--- src/rtl/block_nest_pkg.sv ---
// Shared types and constants for the begin/end/case/endcase nesting checker.
package block_nest_pkg;

  typedef enum logic [2:0] {TOK_NONE, TOK_BEGIN, TOK_CASE, TOK_END, TOK_ENDCASE} tok_t;
  typedef enum logic {KIND_BEGIN, KIND_CASE} kind_t;

  localparam logic [7:0]  ASCII_SPACE = 8'h20;
  localparam logic [63:0] KW_BEGIN    = {24'h0, "begin"};
  localparam logic [63:0] KW_CASE     = {32'h0, "case"};
  localparam logic [63:0] KW_END      = {40'h0, "end"};
  localparam logic [63:0] KW_ENDCASE  = {8'h0, "endcase"};
  localparam int unsigned NUM_KW      = 4;

  function automatic logic [7:0] to_lower(input logic [7:0] c);
    return (c >= 8'h41 && c <= 8'h5A) ? c + 8'h20 : c;
  endfunction

  function automatic logic [3:0] kw_len(input logic [1:0] k);
    case (k)
      2'd0:    return 4'd5;
      2'd1:    return 4'd4;
      2'd2:    return 4'd3;
      default: return 4'd7;
    endcase
  endfunction

  // Character p of keyword k; keyword strings are right-aligned, first char highest.
  function automatic logic [7:0] kw_char(input logic [1:0] k, input logic [3:0] p);
    logic [63:0] s;
    logic [63:0] t;
    logic [5:0]  shamt;
    logic [3:0]  len;
    case (k)
      2'd0:    s = KW_BEGIN;
      2'd1:    s = KW_CASE;
      2'd2:    s = KW_END;
      default: s = KW_ENDCASE;
    endcase
    len   = kw_len(k);
    shamt = {3'(len - 4'd1 - p), 3'b000};
    t     = s >> shamt;
    return (p < len) ? t[7:0] : 8'h00;
  endfunction

  function automatic tok_t idx2tok(input logic [1:0] k);
    case (k)
      2'd0:    return TOK_BEGIN;
      2'd1:    return TOK_CASE;
      2'd2:    return TOK_END;
      default: return TOK_ENDCASE;
    endcase
  endfunction

endpackage

--- src/rtl/nest_word_matcher.sv ---
// Space-delimited keyword matcher; emits a token combinationally on the terminating space.
module nest_word_matcher
  import block_nest_pkg::*;
(
  input  logic       clk,
  input  logic       reset,
  input  logic [7:0] in,
  input  logic       in_valid,
  output tok_t       tok,
  output logic       tok_valid
);

  logic [3:0]        pos;
  logic [NUM_KW-1:0] alive;
  logic [NUM_KW-1:0] alive_nx;
  logic [7:0]        lc;
  logic              is_space;

  always_comb begin
    lc        = to_lower(in);
    is_space  = (in == ASCII_SPACE);
    tok_valid = in_valid && is_space;
    tok       = TOK_NONE;
    alive_nx  = '0;
    for (int unsigned k = 0; k < NUM_KW; k++) begin
      if (alive[k] && pos == kw_len(2'(k)))
        tok = idx2tok(2'(k));
      alive_nx[k] = alive[k] && (pos < kw_len(2'(k))) && (lc == kw_char(2'(k), pos));
    end
  end

  always_ff @(posedge clk or negedge reset) begin
    if (!reset) begin
      pos   <= '0;
      alive <= '1;
    end else if (in_valid) begin
      if (is_space) begin
        pos   <= '0;
        alive <= '1;
      end else begin
        pos   <= (pos == 4'd8) ? 4'd8 : pos + 4'd1;
        alive <= alive_nx;
      end
    end
  end

endmodule

--- config.mk ---
export PLATFORM = sky130hd
export DESIGN_NAME = nest_word_matcher
export DESIGN_NICKNAME = d
export VERILOG_FILES = /design/src/rtl/block_nest_pkg.sv /design/src/rtl/nest_word_matcher.sv
export SDC_FILE = /design/constraint.sdc
export NUM_CORES = 1
export LEC_CHECK = 0
export ABC_CLOCK_PERIOD_IN_PS = 2900
export BUFFER_PORTS_ARGS = -buffer_cell sky130_fd_sc_hd__buf_2
export CAP_MARGIN = 20
export CORE_MARGIN = 2
export CORE_UTILIZATION = 31
export CTS_CLUSTER_SIZE = 8
export DETAILED_ROUTE_END_ITERATION = 8
export HOLD_SLACK_MARGIN = 0.12
export PLACE_DENSITY = 0.48
export SETUP_SLACK_MARGIN = 0.3
export SLEW_MARGIN = 20
export SYNTH_ARGS = -nofsm -noshare
export SYNTH_HDL_FRONTEND = slang
export SYNTH_SLANG_ARGS = --single-unit
--- constraint.sdc ---
create_clock -name clk -period 2.9 [get_ports clk]
set_clock_uncertainty 0.2 [all_clocks]
set_input_delay 0.58 -clock clk [delete_from_list [all_inputs] [get_ports clk]]
set_output_delay 0.58 -clock clk [all_outputs]
set_load 0.01 [all_outputs]
---- Word level (Yosys, flattened, before mapping) ----
Cells that the tools add are included.
Widths: inputs -> output; s select.
storage, ports and cells
  register bits ........................... 8
  latch bits .............................. 0
  RAM bits ................................ 0
  ROM bits ................................ 0
  bits of input ports ..................... 11
  output and inout port bits .............. 4
  word-level logic and storage cells ...... 54
  memories kept ........................... 0
operators by class
  add/sub/neg operators ................... 6
  multipliers ............................. 0
  divide/modulo/power cells ............... 0
  order comparisons ....................... 6
  equality and inequality tests ........... 10
  shift operators ......................... 4
  muxes and demuxes ....................... 12
  bitwise operators ....................... 0
  reduce and logical (&&, ||, !) cells .... 14
operators by type and width
  cell                  count
  $shr 55x6->8 const A  1
  $mux 8                5
  $shr 39x6->8 const A  1
  $eq 8x8->1            4
  $shr 31x6->8 const A  1
  $shr 23x6->8 const A  1
  $logic_and 1x1->1     14
  $eq 4x3->1 const B    3
  $lt 4x3->1 const B    3
  $mux 4                3
  $add 8x6->8 const B   1
  $eq 8x6->1 const B    1
  $ge 8x7->1 const B    1
  $le 8x7->1 const B    1
  $sub 2x3->3 const A   2
  $sub 3x3->3 const A   2
  $add 4x1->4 const B   1
  $eq 4x2->1 const B    1
  $eq 4x4->1 const B    1
  $lt 4x2->1 const B    1
  $mux 2                2
  $mux 3                1
  $mux 1                1

---- Logic depth before layout (Yosys ltp) ----
  word-level depth ........................ 6
  depth in mapped cells ................... 9
  gate-level depth less buffers ........... 9

---- Least setup slack after synthesis ----
No wires, ideal clock.
  path type ............................... input port to output port
  start point ............................. input in[1]
  end point ............................... output tok_valid
  data arrival time ....................... 1.868 ns
  required time ........................... 2.120 ns
  path slack .............................. 0.252 ns
  stages .................................. 5
  buffers on the path ..................... 2
  cells stage by stage .................... buf_2 -> or3_4 -> nor4_1 -> and2_1 -> clkbuf_1
between the ends
  word-level cells in the longest chain between the ends .. 2
ends and longest elaborated chain
  what               line                     text
  from (decl)        nest_word_matcher.sv:7   input logic [7:0] in,
  $eq 8x6->1         nest_word_matcher.sv:21  is_space = (in == ASCII_SPACE);
  $logic_and 1x1->1  nest_word_matcher.sv:22  tok_valid = in_valid && is_space;
  to (decl)          nest_word_matcher.sv:10  output logic tok_valid
No other way between the ends.

---- Worst setup path after layout ----
  start point ............................. input in[0]
  end point ............................... output tok_valid
Same word-level chain as after synthesis.

==> impl_metrics.toml <==
[pwr]
p_leak_uw = 0.0005062
finalPower_uw = 886.1
vdd_drop_max_mv = 0.2097
p_per_area_nw_per_um2 = 709.7

[sta]
max_freq_mhz = 392.7
setup_tns_ns = 0
timing.hold.ws_ns = 0.3830
worstMarginPinSlew_ns = 0.3357
slew_viol_final = 0
maxSlewHeadroom_pct = 77.45
rsz0062_at_grt = "yes"
layout_min_cycle_time_ns = 2.547
setup_viol = 0
hold_violations = 0
fin_crit_sh_pct = 87.82

[synthesis]
synth_fp_nets = 156
syn_inst = 133
ys_seq_area_share_pct = 19.52
synth_warnings = 0
ys_ff_latch = 8
synth_largest_area_cell = "ha_1"
synth-main-ff-cell = "dfstp_2"
synth-edff-count = 0
netlist_area_sq_um = 1051
synth.top_cell.area_share_pct = 14.29
postSynthAreaPerCell_sq_um = 7.902
synth_area_leaders = "ha_1 14%, dfstp_2 10%, dfrtp_1 9.5%"
async_flop_share_pct = 100.0
yosys.cell_types.count = 45

[critical_path]
crit_chain = "buf_2, or3_4, nor4_4, and2_4, buf_2"
path_common_cell = "buf_2"
cpPeakStageDelay_ns = 0.43
crit_path_end_kind = "primary output"
worstPathRequired_ns = 2.12
slowest_stage = "or3_4"
rrSetupSlack_ns = 0.49
cp_max_fo = 7
ff2ff_path_depth = 8
critPathKind = "in2out"
start_kind = "primary input"
cp.arrival_ns = 1.77

[clock_tree]
clkTransAtPathRegs_ns = 0.06
clock_path_buffers = 2
cts_root_buf = "clkbuf_4"
htree_levels = 1
cts_tree = "yes"
insertion_delay_ns = 0.26
post-cts-setup-buffers = 0
cts_inserted_buffers = 3
clkSinkCount = 8

[place]
dp.final_hpwl_microns = 2332
numPortBuffers = 14
gp_congestion = 0.8885

[detailed_routing]
vias = 1025
drt_wl_total_microns = 2900
firstDrtPassIters = 4
wl_per_cell_microns = 14.80
ant_nets = 0
drt_iter0_markers = 60
drt-vias-per-instance = 5.230
drcViolationCount = 0

[finish]
antennaDiodeCount = 0
layout.nets = 174
layout-drive-gt1-share_pct = 24.67
final_cell_mix = "15 x nand2_1, 14 x buf_2, 11 x ha_1"
layout_commonest_cell = "nand2_1"
postLayoutCoreUtil_pct = 38.02
area_growth_pct = 18.81

[grt]
globalRouteOverflowTotal = 0
grt_pass1_vias = 1057
antenna_found_initial = 0
track_usage_pct = 15.95
grt_pass1_wl_microns = 4988
grt_max_degree = 10

[floorplanning]
fp.coreArea_sq_um = 3284
fp.dieW_microns = 62.23
initial_core_util_pct = 32.00
die_h_microns = 62.23
dieArea_sq_um = 3872
fp-row-count = 21
io_pins = 15

[outcome]
status = "completed"

[run]
maxCapViolCount = 0

[min_path]
hp-class = "reg2reg"
min_path_cells = 2
[layout make-up]
class                   count  area, sq um
flip-flops and latches      8        205.2
fillers                   345         2036
clock buffers               4        26.28
repair buffers             21        125.1
multi-input cells         110        808.3
well taps                  46        57.56
inverters                   7        26.28
[registers in the layout (all words and copies together) (netlist names)]
register and count:
alive 4, pos 4
[layer usage]
layer  part of all wire [%]  routed length [microns]  vias to the layer above  track usage [%]
met5                      0                        0                        -                0
met4                   0.59                       17                        0            3.611
met3                    3.2                       92                        2            3.804
met2                     50                     1457                       16            28.80
met1                     46                     1333                      486            19.11
li1                       -                        -                      521                -
[timing repair]
action,4_1_cts,5_1_grt
setup endpoints to repair,1,2
gates resized for setup,2,2
hold endpoints to repair,4,0
hold buffers,1,0
[stage by stage]
stage,area [sq um],setup slack (ns),cells
2_1_floorplan,1057,0.3384,133
3_3_place_gp,1191,0.2530,191
3_5_place_dp,1191,0.2203,191
4_1_cts,1239,0.3379,196
5_1_grt,1249,0.2872,196
6_report,1249,0.3533,196
[worst max-delay path: cells and delay by family]
kind	cells	cell delay, ns
AND/OR/NAND/NOR	3	0.92
buffers and inverters	2	0.27
[final timing paths]
path | startpoint | end
hold reg to reg | alive[3] | alive[3]
setup / recovery | in[0] | tok_valid
hold / removal | alive[3] | alive[3]
min in group asynchronous | reset | pos[3]
max in group asynchronous | reset | alive[3]
setup reg to reg | pos[0] | alive[3]
[cell families (layout without fill, tap and decap cells)]
logic type,Yosys count,in the layout,share of synthesized area (%)
compound gates,32,32,22.62
xor+xnor,8,8,6.666
fa+ha+maj,12,12,14.29
buf+inv,15,32,6.190
flops,8,8,19.52
mux,2,2,1.905
simple gates,56,56,28.81
[power breakdown]
group	switching (uW)	internal, uW	total (uW)
sequential	20.7	137	157
clock	44.2	53.1	97.3
combinational	367	265	632
[cells in the mapped netlist (3+ instances only)]
library cell,number
nor2_1,9
ha_1,12
nor3_1,6
a21oi_1,9
nand2b_1,3
dfstp_2,4
xor2_1,4
nand4_1,3
nand2_1,15
clkbuf_1,6
inv_1,7
nor4b_1,3
o21ai_0,3
dfrtp_1,4
nand3_1,5
xnor2_1,4
o22ai_1,3
Note: power is estimated with default switching activity, not from simulation.
